==> src/rtl/mult_cu_seq.sv <==
// Sequential shift-add multiplier with control unit.
// Retires one multiplier bit per clock; signed mode works on magnitudes.
module mult_cu_seq #(
    parameter int          WIDTH    = 16,
    parameter logic [3:0]  OP_MULTU = 4'b1000,
    parameter logic [3:0]  OP_MULT  = 4'b1010
) (
    input  logic                 clk,
    input  logic                 rst,
    input  logic [3:0]           control,
    input  logic [WIDTH-1:0]     multiplicand,
    input  logic [WIDTH-1:0]     multiplier,
    output logic [2*WIDTH-1:0]   product,
    output logic                 validity,
    output logic                 busy,
    output logic [5:0]           iteration
);

    typedef enum logic [1:0] {IDLE, RUN, FIX} state_t;

    state_t               state;
    logic [WIDTH-1:0]     acc;
    logic [WIDTH-1:0]     mreg;
    logic [WIDTH-1:0]     mcand;
    logic                 neg;

    logic                 is_signed;
    logic                 is_start;
    logic [WIDTH-1:0]     abs_a;
    logic [WIDTH-1:0]     abs_b;
    logic [WIDTH:0]       sum;
    logic [2*WIDTH-1:0]   full;
    logic [2*WIDTH-1:0]   full_neg;

    always_comb begin
        is_signed = (control == OP_MULT);
        is_start  = (control == OP_MULTU) || is_signed;
        // -(2^(W-1)) wraps to itself, which is the correct unsigned magnitude
        abs_a = (is_signed && multiplicand[WIDTH-1]) ? -multiplicand : multiplicand;
        abs_b = (is_signed && multiplier[WIDTH-1])   ? -multiplier   : multiplier;
        sum = {1'b0, acc} + {1'b0, (mreg[0] ? mcand : {WIDTH{1'b0}})};
        full = {acc, mreg};
        full_neg = -full;
    end

    always_ff @(posedge clk or posedge rst) begin
        if (rst) begin
            state     <= IDLE;
            product   <= '0;
            validity  <= 1'b0;
            busy      <= 1'b0;
            iteration <= '0;
            acc       <= '0;
            mreg      <= '0;
            mcand     <= '0;
            neg       <= 1'b0;
        end else begin
            unique case (state)
                IDLE: begin
                    if (is_start) begin
                        mcand     <= abs_a;
                        mreg      <= abs_b;
                        acc       <= '0;
                        neg       <= is_signed &&
                                     (multiplicand[WIDTH-1] ^ multiplier[WIDTH-1]);
                        iteration <= '0;
                        busy      <= 1'b1;
                        validity  <= 1'b0;
                        state     <= RUN;
                    end
                end
                RUN: begin
                    acc       <= sum[WIDTH:1];
                    mreg      <= {sum[0], mreg[WIDTH-1:1]};
                    iteration <= iteration + 6'd1;
                    if (iteration == 6'(WIDTH-1))
                        state <= FIX;
                end
                FIX: begin
                    product  <= neg ? full_neg : full;
                    validity <= 1'b1;
                    busy     <= 1'b0;
                    state    <= IDLE;
                end
                default: state <= IDLE;
            endcase
        end
    end

endmodule

==> config.mk <==
export PLATFORM = sky130hd
export DESIGN_NAME = mult_cu_seq
export DESIGN_NICKNAME = d
export VERILOG_FILES = /design/src/rtl/mult_cu_seq.sv
export SDC_FILE = /design/constraint.sdc
export NUM_CORES = 1
export LEC_CHECK = 0
export CORE_ASPECT_RATIO = 0.9
export CORE_MARGIN = 2
export CORE_UTILIZATION = 55
export DETAILED_ROUTE_END_ITERATION = 16
export GPL_TIMING_DRIVEN = 0
export PLACE_DENSITY_LB_ADDON = 0.05
export RECOVER_POWER = 25
export SLEW_MARGIN = 20
export SYNTH_ARGS = -nofsm -noshare
export SYNTH_HDL_FRONTEND = slang
export SYNTH_SLANG_ARGS = --single-unit
==> constraint.sdc <==
create_clock -name clk -period 8.64 [get_ports clk]
set_input_delay 1.728 -clock clk [delete_from_list [all_inputs] [get_ports clk]]
set_output_delay 1.728 -clock clk [all_outputs]
set_load 0.005 [all_outputs]
==> results of run 1 <==
cell usage in the layout (no fill, tap or decap), drive strengths merged, types with 3 or more instances in the layout:
cell,netlist,layout
a211oi,3,3
a21o,9,9
a21oi,26,26
a22oi,14,14
and2,20,20
and3,3,3
buf,4,5
clkbuf,30,40
clkdlybuf4s50,0,76
clkinv,0,4
dfrtp,91,91
ha,20,20
inv,12,11
mux2i,3,3
nand2,99,99
nand2b,7,7
nand3,16,16
nand4,4,4
nor2,22,22
nor2b,3,3
nor3,10,10
nor3b,3,3
nor4,6,6
o21a,3,3
o21ai,98,98
o31ai,17,17
o41ai,11,11
or3,3,3
or4,5,5
xnor2,20,20
xor2,47,47
area by class of cell:
type	count	area, um^2
multi-input combinational	493	3087
fill	864	3080
sequential	91	2277
timing repair buffer	78	798.3
tap	126	157.7
buffer	34	136.4
clock buffer	10	127.6
inverter	12	46.29
clock inverter	5	31.28
sequential cells by signal, summed over array words and instances (netlist names), 2 cells and up:
signal     count
mcand         16
mreg          16
iteration      6
state          2
product       32
acc           16
where the power goes:
part           internal [mW]  total [mW]  switching [mW]  leakage, nW
clock network          0.102       0.246           0.144       0.0819
logic                  0.359       0.806           0.447         1.50
registers              0.575       0.739           0.164         1.19
total                   1.04        1.79           0.755         2.76
logic make-up (layout without fill, tap and decap cells):
group | after synthesis | count (layout) | share of synthesized area
compound gates | 196 | 196 | 0.2179
xor+xnor | 67 | 67 | 0.1054
fa+ha+maj | 21 | 21 | 0.04856
buf+inv | 46 | 139 | 0.03282
flops | 91 | 91 | 0.4092
mux | 3 | 3 | 0.005396
simple gates | 206 | 206 | 0.1808
worst max-delay path by stage:
stage | slack [ns] | start | end | depth (start not counted)
after floorplan | 4.55 | rst | acc[0]$_DFFE_PP0P_ | 1
after global placement | 3.27 | rst | acc[2]$_DFFE_PP0P_ | 2
after detailed placement | 4.57 | control[3] | mreg[9]$_DFFE_PP0P_ | 7
after CTS | 4.95 | control[3] | mreg[6]$_DFFE_PP0P_ | 6
after global routing | 4.59 | control[3] | mreg[6]$_DFFE_PP0P_ | 6
final | 4.87 | control[3] | mreg[6]$_DFFE_PP0P_ | 6
worst max-delay path: stages:
cell and delay [ns]:
clkdlybuf4s50_1 0.44, nor3b_1 0.68, o21bai_1 0.42, clkbuf_1 0.34, a22oi_1 0.24, o21ai_0 0.13
routing by layer:
layer	wire length [um]	GRT usage	share of wire
met4	200	0.06913	0.014
met2	6184	0.4181	0.44
met1	6667	0.3899	0.48
met5	0	0	0
met3	879	0.04849	0.063
through the flow:
stage | power [mW] | setup slack, ns | instances | hold slack [ns] | utilization
after detailed placement | 1.556 | 4.570 | 834 | 0.4629 | 0.6697
after CTS | 1.803 | 4.954 | 849 | 0.4810 | 0.6860
after floorplan | 1.250 | 4.548 | 630 | 0.4424 | -
after global placement | 1.517 | 3.267 | 833 | 0.4537 | 0.6666
after global routing | 1.946 | 4.591 | 849 | 0.4988 | 0.6838
final | 1.791 | 4.875 | 849 | 0.4755 | 0.6838
==> metrics, run 1 <==
status=finished with violations; failing checks=capacitance limit, slew limit; Critical Path AT=about 4.0 ns; total number of vias=between 4000 and 5000; static leakage=~2.8 nW; Async SR Flop Fraction=1.000; Rows=34; initial antenna violation count=0; hold-critical path endpoint=mcand[0]$_DFFE_PP0P_; initial core utilization=0.5713; Post-synth top cells=nand2_1, o21ai_0, dfrtp_1; Slew headroom=-0.1925; Mapped Nets=~700; hold-critical path depth=2; Top Ports=between 70 and 80; CP Capture Type=flop; final hold violations=0; Crit Path Max Fanout=10; Cell Area, Synth=about 5600 um^2; Post-CTS Setup Inserts=0; Mapped Avg Cell Area=about 8.8 um^2; top_reg_cell synth=dfrtp_1; hold buffers post-CTS=0; Ant. Diodes=0; pin count of the biggest net entering global routing=between 50 and 60; PortBufs=77; root buf cell=clkbuf_8; WL final=13.93 mm; Synth area leader=dfrtp_1; Fin Clk Skew=approximately 0.012 ns; global-route wire length before repair=around 23 mm; critical path data required time=8.86 ns; Hold Path Origin=mcand[0]$_DFFE_PP0P_; RePlAce Congestion=approximately 0.88; number of flops mapped to enable cells by yosys=0; Slew @ Worst Pin=about 1.8 ns; cell count after synthesis=630; Post-DP HPWL=between 10 and 15 mm; Tot GR Track Use=0.2694; die area=10940 um^2; setup TNS=0 ns; DRT Pass-1 Iters=5; drt drc=0; Skew-Pair Late Insertion Delay=roughly 0.37 ns; Routed Antenna Nets=0; post-CTS sizing=0; CTS tree=yes; H-tree levels=3; vias in the first global route=4663; area post-placement=6524 um^2; Slew Limit Fails=40; Period minus WS final=3.765 ns; Detailed Route Iter0 Violations=roughly 420; Yosys cell types=57; top post-synthesis cells by area=dfrtp_1, o21ai_0, xor2_1, nand2_1, ha_1; layout cells sized above 1=0.03734; startpoint types=primary input; reg2reg path depth=11; worst vdd ir=164.2 uV; mean number of vias per cell=between 5 and 6; pwr/cell area=~270 nW/um^2; total CTS buffers=9; most common cell in the netlist=nand2_1; Seq/Total Area, Yosys=0.4092; Area growth syn-to-layout=19.69%; clock sink count=around 90; yosys warns=0; Die H=between 90 and 100 um; GRT overflow=0; Final nets=a little under 800; Achievable Freq=265.6 MHz; flops & latches, synth=between 90 and 100; Min-Delay Path Class=reg -> reg; fin area=roughly 6700 um^2; # setup viols final=0; Final period util=0.4358; max_cap viols=1; Core ar.=9742 um^2; unrepaired setup endpoints after global routing=no; critical path class=in -> reg; wire per inst=16.41 um; Die Wd=~110 um; Max Buffers Root-to-Sink=2; Reg2Reg Capture Point=acc[15]$_DFFE_PP0P_; post-synth top area share=0.4092; clk slew on worst S/H paths=roughly 0.080 ns; worst r2r src=mreg[0]$_DFFE_PP0P_; worst reg2reg setup slack=between 5 and 6 ns
(Power assumes the default switching activity.)
==> inputs of run 2 (changes only) <==
==> constraint.sdc (replaced) <==
create_clock -name clk -period 3.8 [get_ports clk]
set_input_delay 0.76 -clock clk [delete_from_list [all_inputs] [get_ports clk]]
set_output_delay 0.76 -clock clk [all_outputs]
set_load 0.005 [all_outputs]
==> metrics, run 2 (synthesis gave the netlist of run 1 again) <==
fin area=6681 um^2 (+0.30%); mean number of vias per cell=5.806 (-0.10%); most frequent cells in the layout=nand2_1, o21ai_0, dfrtp_1; Rows=34 (unchanged); final core utilization=0.6858 (+0.002055); GRT overflow=0 (unchanged); startpoint types=flop; Area growth syn-to-layout=20.05%; Die H=99.43 um (unchanged); Comb pwr share=0.452 (+0.002); CP peak stage delay=0.52 ns (-0.16 ns); vias in the first global route=4663 (unchanged); Skew-Pair Late Insertion Delay=0.37 ns (about the same); Crit Path Max Fanout=10 (unchanged); critical path class=reg -> reg; global-route wire length before repair=22.87 mm (unchanged); static leakage=2.771 nW (+0.21%); failing checks=capacitance limit, slew limit; drt drc=0 (unchanged); wire per inst=16.39 um (about the same); status=finished with violations; die area=10940 um^2 (unchanged); Tot GR Track Use=0.2694 (unchanged); Period minus WS final=2.956 ns; Slew @ Worst Pin=1.783 ns (+0.003690 ns); root buf cell=clkbuf_8; Max Buffers Root-to-Sink=2 (unchanged); clk slew on worst S/H paths=0.08 ns (about the same); hold buffers post-CTS=0 (unchanged); initial antenna violation count=0 (unchanged); DRT Pass-1 Iters=5 (unchanged); Post-CTS Setup Inserts=0 (unchanged); Top reg by flops=product; critical path data required time=4.07 ns (-4.79 ns); total number of vias=4929 (-0.10%); pin count of the biggest net entering global routing=53 (unchanged); sequential power share=0.411 (-0.002); worst reg2reg setup slack=0.84 ns (-4.85 ns); max FFs per register=32 (unchanged); Slew Limit Fails=40 (unchanged); max_cap viols=1 (unchanged); P_int=2.365 mW (+130%); Critical path buffers and inverters=2 (unchanged); Critical Path AT=3.22 ns (-0.77 ns); Post-DP HPWL=11.03 mm (unchanged); Die Wd=110.0 um (unchanged); RePlAce Congestion=0.8777 (unchanged); Final nets=778 (unchanged); critical path, cell by cell=clkbuf_1 -> and2_1 -> ha_1 -> inv_1 -> fa_1 -> nor2b_1 -> o2111ai_1 -> a21boi_0 -> o31a_1 -> nor2_1 -> o31ai_1; PortBufs=77 (unchanged); initial core utilization=0.5713 (unchanged); commonest non-fill, non-tap cell in the layout=nand2_1; pwr/cell area=613.0 nW/um^2 (+130%); final hold violations=0 (unchanged); layout cells sized above 1=0.04149 (+0.004149); sw power=1.730 mW (+130%); Final period util=0.7779; CTS tree=yes; Detailed Route Iter0 Violations=380 (-10%); Achievable Freq=~340 MHz; Final Power=4.096 mW (+130%); WL final=13.92 mm (about the same); area post-placement=6524 um^2 (unchanged); worst vdd ir=372.0 uV (+130%); clock power share=0.137 (about the same); Top Ports=78 (unchanged); delay-heaviest family, CP=compound AO/OA/AOI/OAI gates; Slew headroom=-0.1949 (-0.002473); hold_ws=0.4755 ns (+0.00002900 ns); slowest CP cell=dfrtp_1; Routed Antenna Nets=0 (unchanged); Ant. Diodes=0 (unchanged); CP Capture Type=flop; total CTS buffers=9 (unchanged); clock sink count=91 (unchanged); # setup viols final=0 (unchanged); Min-Delay Path Class=reg -> reg; post-CTS sizing=0 (unchanged); Core ar.=9742 um^2 (unchanged); Fin Clk Skew=0.01265 ns (+0.0007711 ns); H-tree levels=3 (unchanged); sw frac=0.4225 (+0.0006185); unrepaired setup endpoints after global routing=no
[run 2: changes by cell type in the layout (fill, tap and decap cells not counted)]
cell	delta
clkbuf_2	+1
nor4_4	+1
clkbuf_1	-1
nor4_1	-1
or4_4	+1
or4_1	-1
[run 2: layout make-up]
class	count	area [um^2]
multi-input cells	493	3105
well taps	126	157.7
inverters	12	46.29
plain buffers	34	137.6
flip-flops and latches	91	2277
clock buffers	10	127.6
repair buffers	78	798.3
fillers	860	3060
clock inverters	5	31.28
[run 2: worst paths after layout]
kind / end / from / depth (start not counted)
setup / recovery: acc[15]$_DFFE_PP0P_ / mreg[0]$_DFFE_PP0P_ / 11
hold / removal: mcand[0]$_DFFE_PP0P_ / mcand[0]$_DFFE_PP0P_ / 2
setup reg to reg: acc[15]$_DFFE_PP0P_ / mreg[0]$_DFFE_PP0P_ / 11
hold reg to reg: mcand[0]$_DFFE_PP0P_ / mcand[0]$_DFFE_PP0P_ / 2
max in group asynchronous: mcand[8]$_DFFE_PP0P_ / rst / 3
min in group asynchronous: product[6]$_DFFE_PP0P_ / rst / 2
[run 2: worst min-delay path: stages, from the launching register on]
cell and delay (ns):
dfrtp_1 0.34, nand2_1 0.04, o21ai_0 0.06
[run 2: power groups by stage]
stage	combinational [mW]	clock [mW]	sequential, mW
finish	1.85	0.559	1.68
global route	2.10	0.617	1.73
CTS	1.85	0.572	1.67
detailed placement	1.85	0	1.69
global placement	1.78	0	1.67
floorplan	1.26	0	1.58
[run 2: per-stage QoR]
stage	setup WS (ns)	std cells	TNS, ns
after floorplan	0.6764	630	0
after global placement	-0.6051	833	-54.22
after detailed placement	0.6982	834	0
after CTS	0.8616	849	0
after global routing	0.5493	849	0
final	0.8440	849	0
[run 2: per-layer routing]
layer	track usage	vias up	routed length, um
met5	0	-	0
met1	0.3899	2313	6664
li1	-	2424	-
met4	0.06913	0	199
met3	0.04849	17	885
met2	0.4181	175	6169
==> inputs of run 3 (changes only) <==
--- a/config.mk
+++ b/config.mk
@@ -7,7 +7,7 @@
 export LEC_CHECK = 0
 export CORE_ASPECT_RATIO = 0.9
 export CORE_MARGIN = 2
-export CORE_UTILIZATION = 55
+export CORE_UTILIZATION = 50
 export DETAILED_ROUTE_END_ITERATION = 16
 export GPL_TIMING_DRIVEN = 0
 export PLACE_DENSITY_LB_ADDON = 0.05
==> constraint.sdc (replaced) <==
create_clock -name clk -period 2.45 [get_ports clk]
set_input_delay 0.49 -clock clk [delete_from_list [all_inputs] [get_ports clk]]
set_output_delay 0.49 -clock clk [all_outputs]
set_load 0.005 [all_outputs]
==> metrics, run 3 (synthesis gave the netlist of run 1 again) <==
status=complete, no violations; DP Cell Count=862 (+3.4%); die area=11990 um^2 (+9.6%); final core utilization=0.6627 (-0.02310); root buf cell=clkbuf_16; Top Ports=78 (unchanged); GRT overflow=0 (unchanged); Skew-Pair Late Insertion Delay=0.34 ns (-0.03 ns); final hold violations=0 (unchanged); clock sink count=91 (unchanged); Detailed Route Iter0 Violations=272 (-28%); Final period util=0.9865 (+0.2086); Slew Limit Fails=0 (-100%); WL final=14.42 mm (+3.6%); met1 wire length=7.027 mm (+5.4%); PortBufs=77 (unchanged); Rows=36 (+5.9%); Top reg by flops=product; unrepaired setup endpoints after global routing=yes; Slew @ Worst Pin=0.9951 ns (-0.7875 ns); commonest non-fill, non-tap cell in the layout=nand2_1; Max Buffers Root-to-Sink=2 (unchanged); # setup viols final=0 (unchanged); Period minus WS final=2.417 ns (-0.5391 ns); Final nets=791 (+1.7%); Fin Clk Skew=0.007547 ns (-0.005106 ns); max_cap viols=0 (-1); pin count of the biggest net entering global routing=32 (-40%); metal2 WL=6.472 mm (+4.9%); met3 WL post-DR=724 um (-18%); vias in the first global route=4640 (-0.49%); total number of vias=4971 (+0.85%); pwr/cell area=1022 nW/um^2 (+67%); Die Wd=115.2 um (+4.7%); initial core utilization=0.5127 (-0.05860); drt drc=0 (unchanged); Slew headroom=0.3330 (+0.5279); CP Capture Type=flop; Tot GR Track Use=0.2401 (-0.02930); total CTS buffers=9 (unchanged); static leakage=2.976 nW (+7.4%); mean number of vias per cell=5.592 (-3.7%); layout cells sized above 1=0.1045 (+0.06298); Ant. Diodes=0 (unchanged); Achievable Freq=413.7 MHz (+22%); startpoint types=flop; hold buffers post-CTS=0 (unchanged); setup TNS=0 ns (unchanged); Core ar.=10860 um^2 (+11%); RePlAce Congestion=0.9128 (+4.0%); fin area=7194 um^2 (+7.7%); wire per inst=16.22 um (-1.0%); most frequent cells in the layout=nand2_1, o21ai_0, dfrtp_1; DRT Pass-1 Iters=4 (-1); initial antenna violation count=0 (unchanged); CTS tree=yes; Critical Path AT=2.66 ns (-0.56 ns); highest metal used=met4; post-route insts no fill=889 (+4.7%); critical path data required time=2.70 ns (-1.37 ns); max FFs per register=32 (unchanged); Min-Delay Path Class=reg -> reg; Area growth syn-to-layout=29.27%; Die H=104.1 um (+4.7%); global-route wire length before repair=22.89 mm (about the same); Routed Antenna Nets=0 (unchanged); Post-DP HPWL=11.08 mm (+0.38%); H-tree levels=3 (unchanged); critical path class=reg -> reg; worst vdd ir=676.7 uV (+82%); clk slew on worst S/H paths=0.06 ns (-0.02 ns); Crit Path Max Fanout=6 (-4); area post-placement=6605 um^2 (+1.2%)
==> run 3: area by class of cell <==
type	instances	area, um^2
plain buffers	33	145.1
inverters	12	46.29
well taps	152	190.2
multi-input cells	493	3274
fillers	935	3661
repair buffers	92	920.9
clock buffers	13	270.3
flip-flops and latches	91	2278
clock inverters	3	68.82
==> run 3: final timing paths <==
check                                        start                 endpoint  slack [ns]  cells past startpoint
setup / recovery               mreg[0]$_DFFE_PP0P_      acc[11]$_DFFE_PP0P_        0.03                     11
setup reg to reg               mreg[0]$_DFFE_PP0P_      acc[11]$_DFFE_PP0P_        0.03                     11
min in group asynchronous                      rst   product[3]$_DFFE_PP0P_        0.78                      2
hold / removal             product[24]$_DFFE_PP0P_  product[24]$_DFFE_PP0P_        0.47                      2
hold reg to reg            product[24]$_DFFE_PP0P_  product[24]$_DFFE_PP0P_        0.47                      2
max in group asynchronous                      rst      mreg[0]$_DFFE_PP0P_        0.38                      3
==> run 3: stage by stage <==
step                      total power [mW]  worst slack [ns]  hold slack, ns
after global placement               5.354           -0.4061          0.4561
after floorplan                      4.407           0.07247          0.4424
after CTS                            7.110          0.002103          0.4760
after detailed placement             5.476           -0.4313          0.4624
after global routing                 7.862          -0.04293          0.4987
final                                7.352           0.03307          0.4745
==> run 3: where the power goes <==
group / leakage (nW) / total [mW] / internal (mW) / switching, mW
sequential: 1.18 / 2.61 / 2.03 / 0.579
clock: 0.166 / 1.54 / 0.980 / 0.562
combinational: 1.63 / 3.20 / 1.46 / 1.74
==> run 3: worst max-delay path, cell delays in order, from the launching register on <==
cell	delay (ns)
dfrtp_2	0.45
buf_8	0.14
and2_4	0.14
ha_4	0.16
inv_2	0.06
fa_2	0.22
nor2b_2	0.06
o2111ai_2	0.27
a21boi_2	0.11
o31a_1	0.35
o21a_1	0.18
o31ai_1	0.18
==> run 3: timing repair <==
item,in CTS,in global routing
gates resized for setup,13,28
setup buffers,4,8
setup endpoints to repair,14,41
hold endpoints to repair,0,0
pin swaps,4,15
==> run 3: routing by layer <==
| metal | vias to the layer above | global-route usage |
|---|---|---|
| met5 | - | 0 |
| met4 | 0 | 0.06024 |
| met3 | 19 | 0.04429 |
| met2 | 143 | 0.3643 |
| met1 | 2367 | 0.3544 |
| li1 | 2442 | - |
